==> config.mk <==
export PLATFORM = sky130hd
export DESIGN_NAME = rv_instr_encoder
export DESIGN_NICKNAME = d
export VERILOG_FILES = /design/src/rtl/rv_isa_pkg.sv /design/src/rtl/rv_imm_pack.sv /design/src/rtl/rv_instr_encoder.sv
export SDC_FILE = /design/constraint.sdc
export NUM_CORES = 1
export LEC_CHECK = 0
export CELL_PAD_IN_SITES_DETAIL_PLACEMENT = 1
export CELL_PAD_IN_SITES_GLOBAL_PLACEMENT = 2
export CORE_ASPECT_RATIO = 1.5
export CORE_MARGIN = 2
export CORE_UTILIZATION = 33
export DETAILED_ROUTE_END_ITERATION = 16
export PLACE_DENSITY_LB_ADDON = 0.15
export SLEW_MARGIN = 25
export SYNTH_ARGS = -nofsm -noshare
export SYNTH_HDL_FRONTEND = slang
export SYNTH_SLANG_ARGS = --single-unit
==> constraint.sdc <==
create_clock -name clk -period 3.15 [get_ports clk]
set_input_delay 0.7875 -clock clk [delete_from_list [all_inputs] [get_ports clk]]
set_output_delay 0.7875 -clock clk [all_outputs]
set_load 0.005 [all_outputs]
==> src/rtl/rv_isa_pkg.sv <==
// RV32I encoding constants shared by the decode stage and the instruction encoder.
package rv_isa_pkg;

  localparam logic [6:0] OPC_R     = 7'b0110011;
  localparam logic [6:0] OPC_I     = 7'b0010011;
  localparam logic [6:0] OPC_LOAD  = 7'b0000011;
  localparam logic [6:0] OPC_STORE = 7'b0100011;
  localparam logic [6:0] OPC_BR    = 7'b1100011;
  localparam logic [6:0] OPC_JAL   = 7'b1101111;
  localparam logic [6:0] OPC_JALR  = 7'b1100111;
  localparam logic [6:0] OPC_LUI   = 7'b0110111;
  localparam logic [6:0] OPC_AUIPC = 7'b0010111;

  localparam logic [3:0] ALU_ADD  = 4'd0;
  localparam logic [3:0] ALU_SUB  = 4'd1;
  localparam logic [3:0] ALU_LUI  = 4'd2;
  localparam logic [3:0] ALU_AND  = 4'd3;
  localparam logic [3:0] ALU_XOR  = 4'd4;
  localparam logic [3:0] ALU_OR   = 4'd5;
  localparam logic [3:0] ALU_SLL  = 4'd6;
  localparam logic [3:0] ALU_SRL  = 4'd7;
  localparam logic [3:0] ALU_SRA  = 4'd8;
  localparam logic [3:0] ALU_SLT  = 4'd9;
  localparam logic [3:0] ALU_SLTU = 4'd10;

  typedef enum logic [3:0] {
    ET_R     = 4'd0,
    ET_I     = 4'd1,
    ET_LW    = 4'd2,
    ET_SW    = 4'd3,
    ET_SB    = 4'd4,
    ET_JAL   = 4'd5,
    ET_JALR  = 4'd6,
    ET_LUI   = 4'd7,
    ET_AUIPC = 4'd8
  } enc_type_e;

  localparam logic [2:0] F3_ADD_SUB = 3'b000;
  localparam logic [2:0] F3_SLL     = 3'b001;
  localparam logic [2:0] F3_SLT     = 3'b010;
  localparam logic [2:0] F3_SLTU    = 3'b011;
  localparam logic [2:0] F3_XOR     = 3'b100;
  localparam logic [2:0] F3_SR      = 3'b101;
  localparam logic [2:0] F3_OR      = 3'b110;
  localparam logic [2:0] F3_AND     = 3'b111;
  localparam logic [2:0] F3_MEM_W   = 3'b010;
  localparam logic [2:0] F3_JALR    = 3'b000;

  localparam logic [6:0] F7_ZERO = 7'b0000000;
  localparam logic [6:0] F7_ALT  = 7'b0100000;

  function automatic logic [2:0] alu_funct3(input logic [3:0] alu);
    case (alu)
      ALU_ADD, ALU_SUB: return F3_ADD_SUB;
      ALU_SLL:          return F3_SLL;
      ALU_SLT:          return F3_SLT;
      ALU_SLTU:         return F3_SLTU;
      ALU_XOR:          return F3_XOR;
      ALU_SRL, ALU_SRA: return F3_SR;
      ALU_OR:           return F3_OR;
      ALU_AND:          return F3_AND;
      default:          return 3'b000;
    endcase
  endfunction

  function automatic logic is_shift(input logic [3:0] alu);
    return (alu == ALU_SLL) || (alu == ALU_SRL) || (alu == ALU_SRA);
  endfunction

endpackage

==> src/rtl/rv_imm_pack.sv <==
// Places immediate bits into their RV32I instruction positions and flags
// range/alignment violations for the given instruction type.
module rv_imm_pack
  import rv_isa_pkg::*;
(
  input  logic [3:0]  i_type,
  input  logic [3:0]  i_alucode,
  input  logic [31:0] i_imm,
  output logic [31:0] o_imm_bits,
  output logic        o_imm_err
);

  logic signed [31:0] w_simm;
  logic               w_fits12;
  enc_type_e          w_type;

  assign w_simm   = i_imm;
  assign w_fits12 = (w_simm >= -32'sd2048) && (w_simm <= 32'sd2047);
  assign w_type   = enc_type_e'(i_type);

  always_comb begin
    o_imm_bits = '0;
    o_imm_err  = 1'b0;
    case (w_type)
      ET_I: begin
        if (is_shift(i_alucode)) begin
          o_imm_bits[24:20] = i_imm[4:0];
          o_imm_err         = (w_simm < 32'sd0) || (w_simm > 32'sd31);
        end else begin
          o_imm_bits[31:20] = i_imm[11:0];
          o_imm_err         = !w_fits12;
        end
      end
      ET_LW, ET_JALR: begin
        o_imm_bits[31:20] = i_imm[11:0];
        o_imm_err         = !w_fits12;
      end
      ET_SW: begin
        o_imm_bits[31:25] = i_imm[11:5];
        o_imm_bits[11:7]  = i_imm[4:0];
        o_imm_err         = !w_fits12;
      end
      ET_SB: begin
        o_imm_bits[31]    = i_imm[12];
        o_imm_bits[30:25] = i_imm[10:5];
        o_imm_bits[11:8]  = i_imm[4:1];
        o_imm_bits[7]     = i_imm[11];
        o_imm_err         = i_imm[0] || (w_simm < -32'sd4096) || (w_simm > 32'sd4094);
      end
      ET_JAL: begin
        o_imm_bits[31]    = i_imm[20];
        o_imm_bits[30:21] = i_imm[10:1];
        o_imm_bits[20]    = i_imm[11];
        o_imm_bits[19:12] = i_imm[19:12];
        o_imm_err         = i_imm[0] || (w_simm < -32'sd1048576) || (w_simm > 32'sd1048574);
      end
      ET_LUI, ET_AUIPC: begin
        o_imm_bits[31:12] = i_imm[31:12];
        o_imm_err         = |i_imm[11:0];
      end
      default: ;
    endcase
  end

endmodule

==> src/rtl/rv_instr_encoder.sv <==
// Packs decoded RV32I fields into an instruction word and writes it to IMEM
// at an auto-incrementing address; illegal requests park the FSM in ERR.
//
//  state | meaning
//  IDLE  | waiting for a request (enc_ready = ~full & ~err)
//  ENC   | captured fields are encoded and checked for legality
//  WR    | imem_we asserted for one cycle, address advances on exit
//  ERR   | illegal request seen, held until clear
module rv_instr_encoder
  import rv_isa_pkg::*;
#(
  parameter int          ADDR_W    = 8,
  parameter int unsigned BASE_ADDR = 0
) (
  input  logic              clk,
  input  logic              rst_n,
  input  logic              enc_valid,
  output logic              enc_ready,
  input  logic [3:0]        enc_type,
  input  logic [3:0]        enc_alucode,
  input  logic [2:0]        enc_funct3,
  input  logic [4:0]        enc_rd,
  input  logic [4:0]        enc_rs1,
  input  logic [4:0]        enc_rs2,
  input  logic [31:0]       enc_imm,
  input  logic              clear,
  output logic              imem_we,
  output logic [ADDR_W-1:0] imem_addr,
  output logic [31:0]       imem_wdata,
  output logic              err,
  output logic              full
);

  typedef enum logic [1:0] {S_IDLE, S_ENC, S_WR, S_ERR} state_e;

  localparam logic [ADDR_W-1:0] ADDR_BASE = ADDR_W'(BASE_ADDR);
  localparam logic [ADDR_W-1:0] ADDR_LAST = {ADDR_W{1'b1}};

  state_e            r_state, w_next;
  logic [3:0]        r_type, r_alu;
  logic [2:0]        r_f3;
  logic [4:0]        r_rd, r_rs1, r_rs2;
  logic [31:0]       r_imm;
  logic [ADDR_W-1:0] r_addr;
  logic [31:0]       r_wdata;
  logic              r_we, r_err, r_full;

  logic              w_ready, w_accept;
  logic [31:0]       w_imm_bits, w_word;
  logic              w_imm_err, w_fn_err, w_illegal;
  logic [6:0]        w_opc, w_f7;
  logic [2:0]        w_f3;
  logic [4:0]        w_rd, w_rs1, w_rs2;
  enc_type_e         w_type;

  assign w_ready  = (r_state == S_IDLE) && !r_full && !r_err;
  assign w_accept = enc_valid && w_ready && !clear;
  assign w_type   = enc_type_e'(r_type);

  rv_imm_pack u_imm_pack (
    .i_type     (r_type),
    .i_alucode  (r_alu),
    .i_imm      (r_imm),
    .o_imm_bits (w_imm_bits),
    .o_imm_err  (w_imm_err)
  );

  always_comb begin
    w_opc    = '0;
    w_f3     = '0;
    w_f7     = '0;
    w_rd     = '0;
    w_rs1    = '0;
    w_rs2    = '0;
    w_fn_err = 1'b0;
    case (w_type)
      ET_R: begin
        w_opc    = OPC_R;
        w_f3     = alu_funct3(r_alu);
        w_f7     = (r_alu == ALU_SUB || r_alu == ALU_SRA) ? F7_ALT : F7_ZERO;
        {w_rd, w_rs1, w_rs2} = {r_rd, r_rs1, r_rs2};
        w_fn_err = (r_alu == ALU_LUI) || (r_alu > ALU_SLTU);
      end
      ET_I: begin
        w_opc    = OPC_I;
        w_f3     = alu_funct3(r_alu);
        w_f7     = (r_alu == ALU_SRA) ? F7_ALT : F7_ZERO;
        {w_rd, w_rs1} = {r_rd, r_rs1};
        w_fn_err = (r_alu == ALU_SUB) || (r_alu == ALU_LUI) || (r_alu > ALU_SLTU);
      end
      ET_LW: begin
        w_opc = OPC_LOAD;
        w_f3  = F3_MEM_W;
        {w_rd, w_rs1} = {r_rd, r_rs1};
      end
      ET_SW: begin
        w_opc = OPC_STORE;
        w_f3  = F3_MEM_W;
        {w_rs1, w_rs2} = {r_rs1, r_rs2};
      end
      ET_SB: begin
        w_opc    = OPC_BR;
        w_f3     = r_f3;
        {w_rs1, w_rs2} = {r_rs1, r_rs2};
        w_fn_err = (r_f3 == 3'b010) || (r_f3 == 3'b011);
      end
      ET_JAL: begin
        w_opc = OPC_JAL;
        w_rd  = r_rd;
      end
      ET_JALR: begin
        w_opc = OPC_JALR;
        w_f3  = F3_JALR;
        {w_rd, w_rs1} = {r_rd, r_rs1};
      end
      ET_LUI: begin
        w_opc = OPC_LUI;
        w_rd  = r_rd;
      end
      ET_AUIPC: begin
        w_opc = OPC_AUIPC;
        w_rd  = r_rd;
      end
      default: w_fn_err = 1'b1;
    endcase
  end

  // Unused fields are zero above, so the immediate bits can simply be OR-ed in.
  assign w_word    = w_imm_bits | {w_f7, w_rs2, w_rs1, w_f3, w_rd, w_opc};
  assign w_illegal = w_fn_err || w_imm_err;

  always_comb begin
    w_next = r_state;
    case (r_state)
      S_IDLE:  if (w_accept) w_next = S_ENC;
      S_ENC:   w_next = w_illegal ? S_ERR : S_WR;
      S_WR:    w_next = S_IDLE;
      S_ERR:   w_next = S_ERR;
      default: w_next = S_IDLE;
    endcase
    if (clear) w_next = S_IDLE;
  end

  always_ff @(posedge clk or negedge rst_n) begin
    if (!rst_n) r_state <= S_IDLE;
    else        r_state <= w_next;
  end

  always_ff @(posedge clk or negedge rst_n) begin
    if (!rst_n) begin
      r_type <= '0;
      r_alu  <= '0;
      r_f3   <= '0;
      r_rd   <= '0;
      r_rs1  <= '0;
      r_rs2  <= '0;
      r_imm  <= '0;
    end else if (w_accept) begin
      r_type <= enc_type;
      r_alu  <= enc_alucode;
      r_f3   <= enc_funct3;
      r_rd   <= enc_rd;
      r_rs1  <= enc_rs1;
      r_rs2  <= enc_rs2;
      r_imm  <= enc_imm;
    end
  end

  always_ff @(posedge clk or negedge rst_n) begin
    if (!rst_n) begin
      r_addr  <= ADDR_BASE;
      r_wdata <= '0;
      r_we    <= 1'b0;
      r_err   <= 1'b0;
      r_full  <= 1'b0;
    end else if (clear) begin
      r_addr  <= ADDR_BASE;
      r_we    <= 1'b0;
      r_err   <= 1'b0;
      r_full  <= 1'b0;
    end else begin
      r_we <= 1'b0;
      if (r_state == S_ENC) begin
        if (w_illegal) begin
          r_err <= 1'b1;
        end else begin
          r_we    <= 1'b1;
          r_wdata <= w_word;
        end
      end
      // The last slot is written but the address does not wrap.
      if (r_state == S_WR) begin
        if (r_addr == ADDR_LAST) r_full <= 1'b1;
        else                     r_addr <= r_addr + 1'b1;
      end
    end
  end

  assign enc_ready  = w_ready;
  assign imem_we    = r_we && !clear;
  assign imem_addr  = r_addr;
  assign imem_wdata = r_wdata;
  assign err        = r_err;
  assign full       = r_full;

endmodule
==> impl_metrics.csv, run 1 <==
group,metric,value,unit
route,drtPass1Iterations,6,
timing,setup_viol,0,
route,wire_per_inst,18.8,um
hold_path,hp-class,"in -> async",
layout,final_area,6800,um2
clock_network,clock_path_buffers,2,
synthesis,netlist_area,5170,um2
setup_path,slowest_delay,0.65,ns
placed_design,io_buffer_count,105,
timing,rsz0062_at_grt,"false",
synthesis,synthFlopType,"dfrtp_1",
layout,layout-drive-gt1-share,0.202,
clock_network,cts_resized,0,
synthesis,synthCells,451,
pwr,p_leak,2.98,nW
synthesis,mappedNetlistNets,518,
pwr,powerDensity,970,nW/um2
setup_path,crit_start,"r_alu[0]",
synthesis,synth-seq-area-share,0.494,
timing,slew_viol_final,0,
run,maxCapViolations,0,
synthesis,synthArstFlopShare,1.00,
setup_path,cp_num_buf_inv,2,
floorplanning,die_area,16700,um2
global_route,grt_overflow,0,
layout,antenna_cells,0,
route,drc,0,
setup_path,worstPathCellList,"inv_1 -> ha_1 -> nor2_1 -> o221ai_1 -> a2111oi_0 -> a32oi_1 -> nand4_2 -> buf_12 -> mux2_2",
placed_design,dp_hpwl,10800,um
setup_path,required,3.38,ns
clock_network,cts_sinks,102,
timing,final-hold-violation-count,0,
setup_path,timing.setup.critical_path_class,"reg -> reg",
placed_design,gp_congestion,0.801,
setup_path,r2r_cells,9,
global_route,antenna_found_initial,0,
timing,clock-skew-final,0.00698,ns
timing,max_freq,363,MHz
clock_network,clk_pin_slew_worst_paths,0.07,ns
setup_path,cpLargestDelayFamily,"compound AO/OA/AOI/OAI gates",
synthesis,synth_edf_count,0,
route,routed_wl,14300,um
floorplanning,pin_count,106,
clock_network,root_buffer,"clkbuf_16",
setup_path,r2r_start,"r_alu[0]",
pwr,totalPowerFinal,6.60,mW
timing,fin_crit_sh,0.874,
clock_network,clock_latency,0.35,ns
clock_network,cts_tree,"built",
global_route,grt_pass1_wl,23200,um
setup_path,slowest_stage,"a2111oi_0",
run_status,status,"finished clean",
floorplanning,die_y,157,um
pwr,irDropWorstVdd,0.308,mV
placed_design,postPlaceCellArea,6500,um2
timing,relSlewSlack,0.557,
clock_network,cts_setup_buffers,0,
synthesis,synth_seq_cells,102,
synthesis,syn_avg_cell_area,11.5,um2
floorplanning,num_rows,56,
global_route,grt_max_degree,69,
layout,layout_common_cells,"clkdlybuf4s50_1 (104), dfrtp_1 (102), mux2_2 (61)",
setup_path,cp.arrival,2.99,ns
route,vias,3939,
floorplanning,start_util,0.334,
synthesis,yosysWarnings,0,
clock_network,cts_hold_buf,0,
global_route,first_global_vias,4290,
setup_path,cp_max_fo,22,
timing,fin_crit,2.75,ns
clock_network,htree_levels,3,
setup_path,worstSetupEndpointType,"flop",
setup_path,worst-path-stages,9,
clock_network,cts_buffers,9,
route,via_per_inst,5.16,
timing,max_slew.worst_pin.slew,0.662,ns
layout,nets,623,
route,drtIter0Drc,143,
synthesis,synth_cell_type_count,52,
layout,final_common_cell,"clkdlybuf4s50_1",
route,ant_nets,0,
timing,timing.setup.tns,0,ns
global_route,grt_usage,0.180,
layout,area_growth,31.6,%
setup_path,start_kind,"flop",
floorplanning,design.core.area,15500,um2
floorplanning,die_x,106,um
[cell families after synthesis]
| family | Yosys count | share of synthesized area |
|---|---|---|
| simple gates | 97 | 0.0934 |
| fa+ha+maj | 5 | 0.0121 |
| compound gates | 92 | 0.127 |
| buf+inv | 50 | 0.0409 |
| xor+xnor | 8 | 0.0136 |
| flops | 102 | 0.494 |
| mux | 97 | 0.219 |
[stage by stage]
step | std cells | setup slack [ns] | hold WS (ns) | utilization
floorplan | 451 | 0.801 | 0.479 | -
global placement | 748 | 0.511 | 0.491 | 0.420
global route | 763 | 0.0568 | 0.414 | 0.439
detailed placement | 748 | 0.372 | 0.499 | 0.420
finish | 763 | 0.397 | 0.387 | 0.439
CTS | 763 | 0.373 | 0.400 | 0.439
[final timing paths]
path                                       end  slack [ns]
min in group clk                imem_wdata[13]        0.52
worst max-delay path             imem_wdata[2]        0.40
worst max register to register   imem_wdata[2]        0.40
worst min register to register  imem_wdata[13]        0.52
max in group asynchronous         imem_addr[0]        2.03
worst min-delay path            imem_wdata[15]        0.39
[sequential cells by signal (all words and copies together), names as in the netlist]
name        cells
imem_wdata     31
r_type          4
r_f3            3
r_imm          32
r_rd            5
r_we            1
r_alu           4
err             1
full            1
r_rs2           5
imem_addr       8
r_state         2
r_rs1           5
[power by group]
| part | total [mW] | internal, mW | switching [mW] | leakage, nW |
|---|---|---|---|---|
| Combinational | 2.92 | 1.61 | 1.30 | 1.58 |
| Sequential | 2.55 | 1.88 | 0.664 | 1.25 |
| Clock | 1.13 | 0.640 | 0.492 | 0.143 |
[cells in the mapped netlist (3+ instances only)]
master	n	share of area
dfrtp_1	102	0.49
mux2_2	61	0.13
nor2_1	26	0.019
nand2_1	23	0.017
inv_1	22	0.016
a21oi_1	20	0.019
mux2i_1	19	0.037
mux2_4	17	0.049
clkbuf_1	15	0.011
nor2b_1	12	0.015
o21ai_0	11	0.011
a211oi_1	8	0.012
nor3_1	7	0.0068
o22ai_1	7	0.0085
a221oi_1	6	0.010
a22oi_1	6	0.0087
nand4_1	6	0.0073
nor4_1	6	0.0073
a22o_1	5	0.0085
buf_1	5	0.0036
ha_1	5	0.012
nand2b_1	5	0.0061
nand3_1	5	0.0048
a222oi_1	4	0.0077
buf_2	4	0.0039
xnor2_1	4	0.0068
xor2_1	4	0.0068
a41oi_1	3	0.0051
o31a_1	3	0.0051
or4_1	3	0.0044
[layout make-up]
cell class,instances,area (um2)
fillers,1698,8680
clock buffers,11,243
clock inverters,4,55.1
inverters,23,86.3
flip-flops and latches,102,2550
multi-input cells,299,2400
repair buffers,121,1210
well taps,203,254
[per-layer routing]
metal | routed length [um] | share of wire | up-vias | track usage
met2 | 7720 | 0.54 | 73 | 0.320
met4 | 237 | 0.017 | 0 | 0.0520
met5 | 0 | 0 | - | 0
met3 | 487 | 0.034 | 14 | 0.0344
li1 | - | - | 1856 | -
met1 | 5910 | 0.41 | 1996 | 0.220
Note: power is estimated with default switching activity, not from simulation.
==> run 2, diff against run 1 <==
--- a/config.mk
+++ b/config.mk
@@ -10,6 +10,7 @@
 export CORE_ASPECT_RATIO = 1.5
 export CORE_MARGIN = 2
 export CORE_UTILIZATION = 33
+export CTS_BUF_LIST = sky130_fd_sc_hd__clkbuf_16
 export DETAILED_ROUTE_END_ITERATION = 16
 export PLACE_DENSITY_LB_ADDON = 0.15
 export SLEW_MARGIN = 25
==> run 2 against run 1 <==
Count of clock-buffer cells in the layout decreased by 2. Largest cell class unchanged. Setup slack about the same. Sequential power about the same. Final cell count unchanged. Via count decreased by 0.23%. First-iteration DRC count decreased by 6.3%. Hold slack improved by 0.0021 ns. Combinational power about the same. Routed wire length about the same. Non-clock buffer count unchanged. Highest routed layer unchanged.
==> impl_metrics.csv, run 2 (same netlist as run 1, synthesis figures left out) <==
group,metric,value,unit
layout,seq_area,2550,um2
global_route,grt_pass1_wl,23200,um
pwr,irDropWorstVdd,0.307,mV
route,vias,3930,
route,ant_nets,0,
route,drtIter0Drc,134,
run_status,status,"finished clean",
hold_path,hp-class,"in -> async",
setup_path,slowest_stage,"a2111oi_0",
global_route,first_global_vias,4286,
timing,final-hold-violation-count,0,
placed_design,postPlaceCellArea,6500,um2
timing,max_slew.worst_pin.slew,0.659,ns
setup_path,start_kind,"flop",
layout,area_growth,31.4,%
pwr,p_leak,2.98,nW
floorplanning,die_x,106,um
timing,rsz0062_at_grt,"false",
timing,fin_crit,2.75,ns
layout,antenna_cells,0,
clock_network,clk_pin_slew_worst_paths,0.07,ns
clock_network,clock_path_buffers,2,
setup_path,worstSetupEndpointType,"flop",
layout,multi_input_area,2400,um2
global_route,grt_usage,0.179,
clock_network,cts_sinks,102,
layout,nets,623,
floorplanning,start_util,0.334,
setup_path,required,3.38,ns
clock_network,clock_latency,0.35,ns
clock_network,cts_setup_buffers,0,
placed_design,dp_hpwl,10800,um
timing,setup_viol,0,
layout,final_common_cell,"clkdlybuf4s50_1",
timing,max_freq,363,MHz
placed_design,gp_congestion,0.801,
setup_path,cp.arrival,2.98,ns
route,routed_wl,14300,um
pwr,powerDensity,967,nW/um2
layout,layout-drive-gt1-share,0.200,
route,drtPass1Iterations,6,
floorplanning,die_area,16700,um2
setup_path,worstPathCellList,"inv_1 -> ha_1 -> nor2_1 -> o221ai_1 -> a2111oi_0 -> a32oi_1 -> nand4_2 -> buf_12 -> mux2_2",
layout,final_area,6790,um2
layout,n_fill_cell,1700,
global_route,antenna_found_initial,0,
floorplanning,die_y,157,um
timing,slew_viol_final,0,
placed_design,place_inst,748,
clock_network,root_buffer,"clkbuf_16",
global_route,grt_max_degree,69,
layout,layout_common_cells,"clkdlybuf4s50_1 (104), dfrtp_1 (102), mux2_2 (61)",
setup_path,slowest_delay,0.65,ns
timing,fin_crit_sh,0.874,
floorplanning,pin_count,106,
route,wire_per_inst,18.8,um
floorplanning,num_rows,56,
timing,clock-skew-final,0.00665,ns
layout,largest_register_ffs,32,
run,maxCapViolations,0,
pwr,totalPowerFinal,6.56,mW
clock_network,htree_levels,3,
global_route,grt_overflow,0,
clock_network,cts_hold_buf,0,
placed_design,io_buffer_count,105,
clock_network,cts_buffers,9,
layout,fin_cells,763,
layout,top_register,"r_imm",
timing,timing.setup.tns,0,ns
floorplanning,design.core.area,15500,um2
clock_network,cts_resized,0,
setup_path,cp_max_fo,22,
setup_path,timing.setup.critical_path_class,"reg -> reg",
route,via_per_inst,5.15,
route,drc,0,
timing,relSlewSlack,0.559,
clock_network,cts_tree,"built",
-- run 2: cell type report --
| class | count | share of cell area |
|---|---|---|
| clock buffers | 9 | 0.0332 |
| clock inverters | 6 | 0.00921 |
| inverters | 23 | 0.0127 |
| multi-input cells | 299 | 0.354 |
| flip-flops and latches | 102 | 0.376 |
| well taps | 203 | 0.0374 |
| repair buffers | 121 | 0.178 |
-- run 2: metal layers --
metal | global-route usage | wire (um) | vias to the layer above
li1 | - | - | 1854
met1 | 0.220 | 5940 | 1995
met2 | 0.320 | 7730 | 67
met3 | 0.0344 | 434 | 14
met4 | 0.0520 | 237 | 0
met5 | 0 | 0 | -
-- run 2: critical path, delay by kind of cell, from the launching register on --
kind / cells / cell delay, ns
simple gates: 2 / 0.34
flops: 1 / 0.41
fa+ha+maj: 1 / 0.25
buf+inv: 2 / 0.31
mux: 1 / 0.35
compound gates: 3 / 0.99
-- run 2: per-stage QoR --
stage / hold slack, ns / utilization / setup slack (ns)
detailed placement: 0.499 / 0.420 / 0.372
floorplan: 0.479 / - / 0.801
global placement: 0.491 / 0.420 / 0.511
CTS: 0.399 / 0.439 / 0.373
global route: 0.415 / 0.439 / 0.0568
finish: 0.389 / 0.439 / 0.397
-- run 2: path summary, 6_finish.rpt --
path | depth (start not counted) | startpoint | end | slack, ns
max | 9 | r_alu[0] | imem_wdata[2] | 0.40
min | 1 | rst_n | imem_wdata[15] | 0.39
max reg2reg | 9 | r_alu[0] | imem_wdata[2] | 0.40
min reg2reg | 1 | r_rs2[3] | r_rs2[3] | 0.51
max in group asynchronous | 2 | rst_n | imem_addr[0] | 2.03
min in group clk | 1 | r_rs2[3] | r_rs2[3] | 0.51
-- run 2: power by group --
part / switching [mW] / internal (mW)
registers: 0.664 / 1.88
clock network: 0.491 / 0.612
logic: 1.30 / 1.61
total: 2.46 / 4.11
